<file path="src/rtl/checker_arbiter.sv">
// Round-robin record arbiter sharing one trace-format checker between two character sources.
// Optional length-limit abort is enabled by defining ARB_TIMEOUT_EN.
module checker_arbiter #(
  parameter int unsigned MAX_LEN = 64
) (
  input  logic       clk,
  input  logic       reset,
  input  logic       req0_valid,
  input  logic [7:0] req0_char,
  output logic       req0_ready,
  input  logic       req1_valid,
  input  logic [7:0] req1_char,
  output logic       req1_ready,
  output logic [7:0] chk_char,
  output logic       chk_reset,
  input  logic [1:0] chk_format,
  input  logic [3:0] chk_error,
  output logic       res_valid,
  output logic       res_owner,
  output logic [1:0] res_format,
  output logic [3:0] res_error,
  output logic       res_abort
);

  typedef enum logic [1:0] {IDLE, STREAM, DRAIN, CAPTURE} state_t;

  localparam logic [7:0] CH_START = 8'h5E;
  localparam logic [7:0] CH_END   = 8'h23;

  if (MAX_LEN < 1 || MAX_LEN > 255) begin : g_max_len_check
    $error("checker_arbiter: MAX_LEN must be in 1..255");
  end

  state_t     state, state_nx;
  logic       ptr, owner;
  logic       cand0, cand1;
  logic       grant, grant_src;
  logic       fwd;
  logic [7:0] fwd_char;
  logic       own_valid;
  logic [7:0] own_char;

`ifdef ARB_TIMEOUT_EN
  localparam logic [7:0] LEN_LIMIT = MAX_LEN[7:0];
  logic [7:0] cnt, cnt_nx;
  logic       abort, abort_src;
`endif

  always_comb begin
    state_nx   = state;
    req0_ready = 1'b0;
    req1_ready = 1'b0;
    grant      = 1'b0;
    grant_src  = ptr;
    fwd        = 1'b0;
    fwd_char   = '0;
    cand0      = req0_valid && (req0_char == CH_START);
    cand1      = req1_valid && (req1_char == CH_START);
    own_valid  = owner ? req1_valid : req0_valid;
    own_char   = owner ? req1_char  : req0_char;

    case (state)
      IDLE: begin
        // Non-start characters are swallowed so a source can resync onto its next '^'.
        req0_ready = req0_valid && !cand0;
        req1_ready = req1_valid && !cand1;
        if (cand0 && cand1) begin
          grant     = 1'b1;
          grant_src = ptr;
        end else if (cand0) begin
          grant     = 1'b1;
          grant_src = 1'b0;
        end else if (cand1) begin
          grant     = 1'b1;
          grant_src = 1'b1;
        end
        if (grant) begin
          if (grant_src) req1_ready = 1'b1;
          else           req0_ready = 1'b1;
          fwd      = 1'b1;
          fwd_char = CH_START;
          state_nx = STREAM;
        end
      end
      STREAM: begin
        req0_ready = !owner && req0_valid;
        req1_ready =  owner && req1_valid;
        if (own_valid) begin
          fwd      = 1'b1;
          fwd_char = own_char;
          if (own_char == CH_END) state_nx = DRAIN;
        end
      end
      DRAIN:   state_nx = CAPTURE;
      CAPTURE: state_nx = IDLE;
      default: state_nx = IDLE;
    endcase

`ifdef ARB_TIMEOUT_EN
    cnt_nx    = cnt;
    abort     = 1'b0;
    abort_src = (state == IDLE) ? grant_src : owner;
    if (fwd) begin
      cnt_nx = (state == IDLE) ? 8'd1 : cnt + 8'd1;
      if (fwd_char != CH_END && cnt_nx == LEN_LIMIT) begin
        abort    = 1'b1;
        state_nx = IDLE;
      end
    end
`endif

    if (reset) begin
      state_nx   = IDLE;
      req0_ready = 1'b0;
      req1_ready = 1'b0;
      grant      = 1'b0;
      fwd        = 1'b0;
`ifdef ARB_TIMEOUT_EN
      abort      = 1'b0;
`endif
    end
  end

  always_ff @(posedge clk) begin
    if (reset) begin
      state      <= IDLE;
      ptr        <= 1'b0;
      owner      <= 1'b0;
      chk_char   <= '0;
      chk_reset  <= 1'b1;
      res_valid  <= 1'b0;
      res_owner  <= 1'b0;
      res_format <= '0;
      res_error  <= '0;
`ifdef ARB_TIMEOUT_EN
      res_abort  <= 1'b0;
      cnt        <= '0;
`endif
    end else begin
      state     <= state_nx;
      chk_char  <= fwd ? fwd_char : '0;
      chk_reset <= (state_nx == IDLE);
      res_valid <= 1'b0;
      if (grant) owner <= grant_src;
      if (state == CAPTURE) begin
        res_valid  <= 1'b1;
        res_owner  <= owner;
        res_format <= chk_format;
        res_error  <= chk_error;
        ptr        <= ~owner;
`ifdef ARB_TIMEOUT_EN
        res_abort  <= 1'b0;
`endif
      end
`ifdef ARB_TIMEOUT_EN
      if (fwd) cnt <= cnt_nx;
      if (abort) begin
        res_valid  <= 1'b1;
        res_owner  <= abort_src;
        res_format <= '0;
        res_error  <= '0;
        res_abort  <= 1'b1;
        ptr        <= ~abort_src;
      end
`endif
    end
  end

`ifndef ARB_TIMEOUT_EN
  assign res_abort = 1'b0;
`endif

endmodule

</file>
<file path="config.mk">
export PLATFORM = sky130hd
export DESIGN_NAME = checker_arbiter
export DESIGN_NICKNAME = d
export VERILOG_FILES = /design/src/rtl/checker_arbiter.sv
export SDC_FILE = /design/constraint.sdc
export NUM_CORES = 1
export LEC_CHECK = 0
export ABC_CLOCK_PERIOD_IN_PS = 3300
export CAP_MARGIN = 20
export CORE_UTILIZATION = 46
export CTS_BUF_LIST = sky130_fd_sc_hd__clkbuf_4
export DETAILED_ROUTE_END_ITERATION = 16
export PLACE_DENSITY_LB_ADDON = 0.05
export SETUP_SLACK_MARGIN = 0.2
export SYNTH_ARGS = -nofsm -noshare
export SYNTH_HDL_FRONTEND = slang
export SYNTH_SLANG_ARGS = --single-unit
</file>
<file path="constraint.sdc">
create_clock -name clk -period 3.3 [get_ports clk]
set_input_delay 0.99 -clock clk [delete_from_list [all_inputs] [get_ports clk]]
set_output_delay 0.99 -clock clk [all_outputs]
set_load 0.005 [all_outputs]
</file>
# Word level (Yosys, flattened, before mapping)
# Index checks and enable logic that the tools add are counted.
[totals]
rom_bits = 0
regBits = 21
output_inout_bits = 20
wordCells = 64
memories = 0
ramBits = 0
input_bits = 26
latchBits = 0
[classes]
n_div = 0
mux = 34
bitwise_logic = 2
eq_ne = 6
n_addsub = 0
magnitude_cmp = 0
reduce_logical = 13
multipliers = 0
n_shift = 0
[ops]
columns = ["cell", "n"]
rows = [
  ["$mux W1", 22],
  ["$eq A8 B7 Y1 const B", 2],
  ["$mux W8", 2],
  ["$pmux W8 S2", 1],
  ["$eq A8 B6 Y1 const B", 1],
  ["$mux W2", 4],
  ["$pmux W2 S4", 1],
  ["$logic_and A1 B1 Y1", 7],
  ["$mux W7", 1],
  ["$pmux W1 S2", 3],
  ["$eq A2 B2 Y1 const B", 2],
  ["$logic_not A2 Y1", 2],
  ["$logic_not A1 Y1", 3],
  ["$eq A2 B1 Y1 const B", 1],
  ["$not A1 Y1", 2],
  ["$reduce_or A2 Y1", 1],
]

# Depth between registers and ports, before layout
[depth]
depth_word = 11
ltp_mapped = 5
ltp_nobuf = 4

# Least setup slack after synthesis
# No wires, ideal clock.
[synth_path]
path_kind = "input to output"
startpoint = "in req0_char[7]"
endpoint = "out req1_ready"
required_ns = 2.310
t_arrival_ns = 1.627
slack_ns = 0.683
path_buffers = 0
path_stages = 4
path_cell_list = "and4bb_1 nand4b_1 o21bai_1 a21oi_1"
[synth_via]
elab_chain_len = 9
word_cells_on_any_way = 13
cone_classes = "eq/ne: 1; mux: 10; reduce/logical: 2"
[synth_lines]
columns = ["element", "line", "source"]
rows = [
  ["from (decl)", "9", "input logic [7:0] req0_char,"],
  ["$eq A8 B7 Y1 *", "57", "cand0 = req0_valid && (req0_char == CH_START);"],
  ["$logic_and A1 B1 Y1 *", "57", ""],
  ["$mux W1 / $logic_and A1 B1 Y1 (equally long branches)", "70, 67", ""],
  ["$mux W1", "67", "if (cand0 && cand1) begin"],
  ["$mux W1", "62", "case (state)"],
  ["$mux W1", "78", "if (grant_src) req1_ready = 1'b1;"],
  ["$mux W1 *", "77", "if (grant) begin"],
  ["$pmux W1 S2 *", "62", ""],
  ["$mux W1 *", "112", "if (reset) begin"],
  ["to (decl)", "13", "output logic req1_ready,"],
]
# Every way passes the cells marked *; elsewhere a longest branch is shown, timed or not. The select of a mux whose other input is x is not followed.

# Worst setup path after layout
# Ends and elaborated chain as after synthesis.

==> impl_results.md <==
* Status: finished clean
* TritonCTS clock tree: yes
* Drt drc at 0
* Reg2reg setup slack at between 1.5 and 2 ns
* Hold_buf cts at 0
* Setup CP Type: input port to primary output
* Hold EP: res_format[1]
* WP data required at between 2 and 2.5 ns
* Die height at 49.14 µm
* Filler Cells Inserted at around 150
* Max_cap viols at 0
* Cell count after synthesis at between 100 and 150
* RSZ-0062 raised after global routing: yes
* Type of origin of the critical path: input port
* Tcrit/Tclk final at between 90% and 100%
* Largest net degree at the start of global routing at 16
* Power per Cell Area at around 280 nW/µm²
* First-pass GRT wire length at ~4.6 mm
* Synth Cell Area at ~1000 µm²
* Antenna diodes at 0
* Reg2reg path depth at 5
* Static leakage at ~0.62 nW
* Fin util at 79.21%
* Initial antenna violation count at 0
* Sink Count at 21
* All-layer global routing usage at 24.71%
* Slew Viols, Final at 0
* Hold Path Class: flop to flop
* Crit. End Element: primary output
* Cell family with most CP delay: simple AND/OR/NAND/NOR gates
* Placement Rows at 16
* Endpoints failing hold at 0
* Wire per inst at 14.10 µm
* Vias at 1053
* Crit path cell chain: dlygate4sd2_1 > and4bb_2 > nand4b_1 > o21bai_1 > a21oi_1 > buf_2
* Congestion Overflow GR at 0
* Syn. warnings at 0
* Register Area at ~420 µm²
* Fin Setup TNS at 0 ns
* R2r endpoint: state[1]
* Mapped Nets at around 140
* WL final at ~2.8 mm
* CTS buffer count at 3
* Routability Congestion at approximately 0.89
* Final setup viols at 0
* Hold_sp: res_format[1]
* Clock Latency Late Sink at 0.31 ns
* Share of cells above drive strength 1 at between 20% and 30%
* Root Buffer: clkbuf_4
* Slowest-stage cell, CP: and4bb_2
* Final net count at 196
* CORE AREA at 2022 µm²
* Clock Skews at 0.002493 ns
* H-Tree Level Count at 1
* Area Growth Syn to Fin at 56.67%
* CP max stage delay at about 0.33 ns
* Total I/O pin count at 46
* DP HPWL at 2.117 mm
* Routed Antenna Nets at 0
* Chip width at 49.14 µm
* Worst-path maximum fanout at 3
* Netlist cell types at 35
* Worst Path Buf+Inv at 2
* Hold depth at 2
* CP arrival at between 2 and 2.5 ns
* Seq/Total Area, Yosys at 41.13%
* Final min period at slightly above 3 ns
* Max VDD drop at about 240 µV
* Port bufs at 44
* Pre-antenna DRT Iters at 4
* Mean Syn Cell Area at a little over 9 µm²
* #FFs+latches synth at 21
* Number of global-route vias before repair at ~1100
* Maximum clock path buffer count at 2
* Initial Util at about half
* Die area at about 2400 µm²
* Clock slew at reported path FFs at 0.11 ns
* Worst setup path start: req0_char[7]
* Drt via density at approximately 5.4
* Worst r2r src: owner
* Achievable Freq at approximately 0.33 GHz
* Most common cell after layout, fill and taps aside: clkdlybuf4s50_1
* 1st-iter DRT viols at 23
* Commonest non-fill, non-tap cells in the layout: 30 x clkdlybuf4s50_1, 21 x dfxtp_1, 20 x nand2_1, 17 x buf_4, 12 x dlygate4sd2_1
* Area occupied by multi-input gates at ~580 µm²
-- routing by layer --
metal,vias up,wire length (µm),GRT usage (%)
li1,523,-,-
met1,473,1137,27.64
met2,48,1437,45.21
met3,9,129,2.492
met4,0,60,13.24
met5,-,0,0
-- synth_stat cells --
| master | n | share of area, % |
|---|---|---|
| nor2b_1 | 1 | 0.61 |
| mux2i_1 | 6 | 5.9 |
| and3_4 | 1 | 1.1 |
| and4b_1 | 2 | 2.0 |
| o41ai_2 | 1 | 1.6 |
| nor4b_2 | 2 | 2.9 |
| nor3b_1 | 1 | 0.73 |
| and2_1 | 2 | 1.2 |
| clkbuf_1 | 1 | 0.37 |
| nor3_2 | 1 | 0.98 |
| a31o_1 | 1 | 0.86 |
| mux2_2 | 1 | 1.1 |
| nand2b_1 | 2 | 1.2 |
| o32ai_2 | 1 | 1.6 |
| and4bb_1 | 2 | 2.4 |
| nand2_1 | 20 | 7.3 |
| nor2_2 | 1 | 0.61 |
| a32oi_1 | 1 | 0.86 |
| nor4_1 | 2 | 1.2 |
| dfxtp_1 | 21 | 41 |
| nand4b_1 | 1 | 0.86 |
| buf_2 | 4 | 2.0 |
| o21ai_2 | 5 | 4.3 |
| conb_1 | 1 | 0.37 |
| nand3_1 | 2 | 0.98 |
| o21bai_1 | 1 | 0.73 |
| nand3_2 | 1 | 0.98 |
| nor2_1 | 7 | 2.6 |
| a21oi_1 | 12 | 5.9 |
| nor3_1 | 1 | 0.49 |
| o221a_2 | 1 | 1.1 |
| and4_4 | 1 | 1.1 |
| o21ai_4 | 1 | 1.6 |
| buf_4 | 1 | 0.73 |
| nand4_1 | 1 | 0.61 |
-- tightest hold or removal path: cells and delay by family, from the launching register on --
kind            cells  cell delay [ns]
flops               1             0.33
simple gates        1             0.05
compound gates      1             0.05
-- registers in the layout, summed over array words and instances, names as in the netlist --
signal,cells
ptr,1
chk_char,8
state,2
owner,1
res_valid,1
res_owner,1
res_format,2
chk_reset,1
res_error,4
-- report_power, final --
group	internal [W]	switching [W]	leakage, nW
Combinational	0.0000389	0.0000255	0.431
Sequential	0.000254	0.000000264	0.169
Clock	0.0000453	0.0000781	0.0177
Total	0.000338	0.000104	0.617
-- cells by family after synthesis --
kind of cell,after synthesis,synth area share [%]
multiplexers,7,6.977
flip-flops,21,41.13
AO/OA/AOI/OAI,24,18.48
AND/OR/NAND/NOR,51,29.99
other,1,0.3668
buffers and inverters,6,3.060
-- how the worst max path moves through the flow --
stage / endpoint / slack (ns) / cells past startpoint
2_1_floorplan: req1_ready / 0.68 / 4
5_1_grt: req1_ready / 0.18 / 6
6_report: req1_ready / 0.23 / 6
4_1_cts: req1_ready / 0.22 / 6
3_5_place_dp: req1_ready / -0.33 / 6
3_3_place_gp: req1_ready / -0.29 / 6
-- stage by stage --
stage	worst slack (ns)	power, W	instances	hold WS, ns	instance area (µm²)
floorplan	0.6830	0.0002757	110	0.4527	1022
global placement	-0.2867	0.0003255	190	0.4405	1578
detailed placement	-0.3297	0.0003282	190	0.4453	1578
CTS	0.2158	0.0004432	196	0.4622	1595
global route	0.1797	0.0004598	196	0.5002	1602
finish	0.2265	0.0004418	196	0.4604	1602
-- what timing repair did --
| action | 4_1_cts | 5_1_grt |
|---|---|---|
| setup endpoints to repair | 2 | 2 |
| gates resized for setup | 21 | 2 |
| hold endpoints to repair | 0 | 0 |
| buffers inserted | 2 | 0 |
| pin swaps | 6 | 0 |
-- cell type report --
cell class | count | area share (%)
tap | 27 | 2.109
sequential | 21 | 26.25
timing repair buffer | 61 | 33.91
clock inverter | 1 | 0.3125
multi-input combinational | 83 | 36.02
clock buffer | 3 | 1.406
Note: power is estimated with default switching activity, not from simulation.
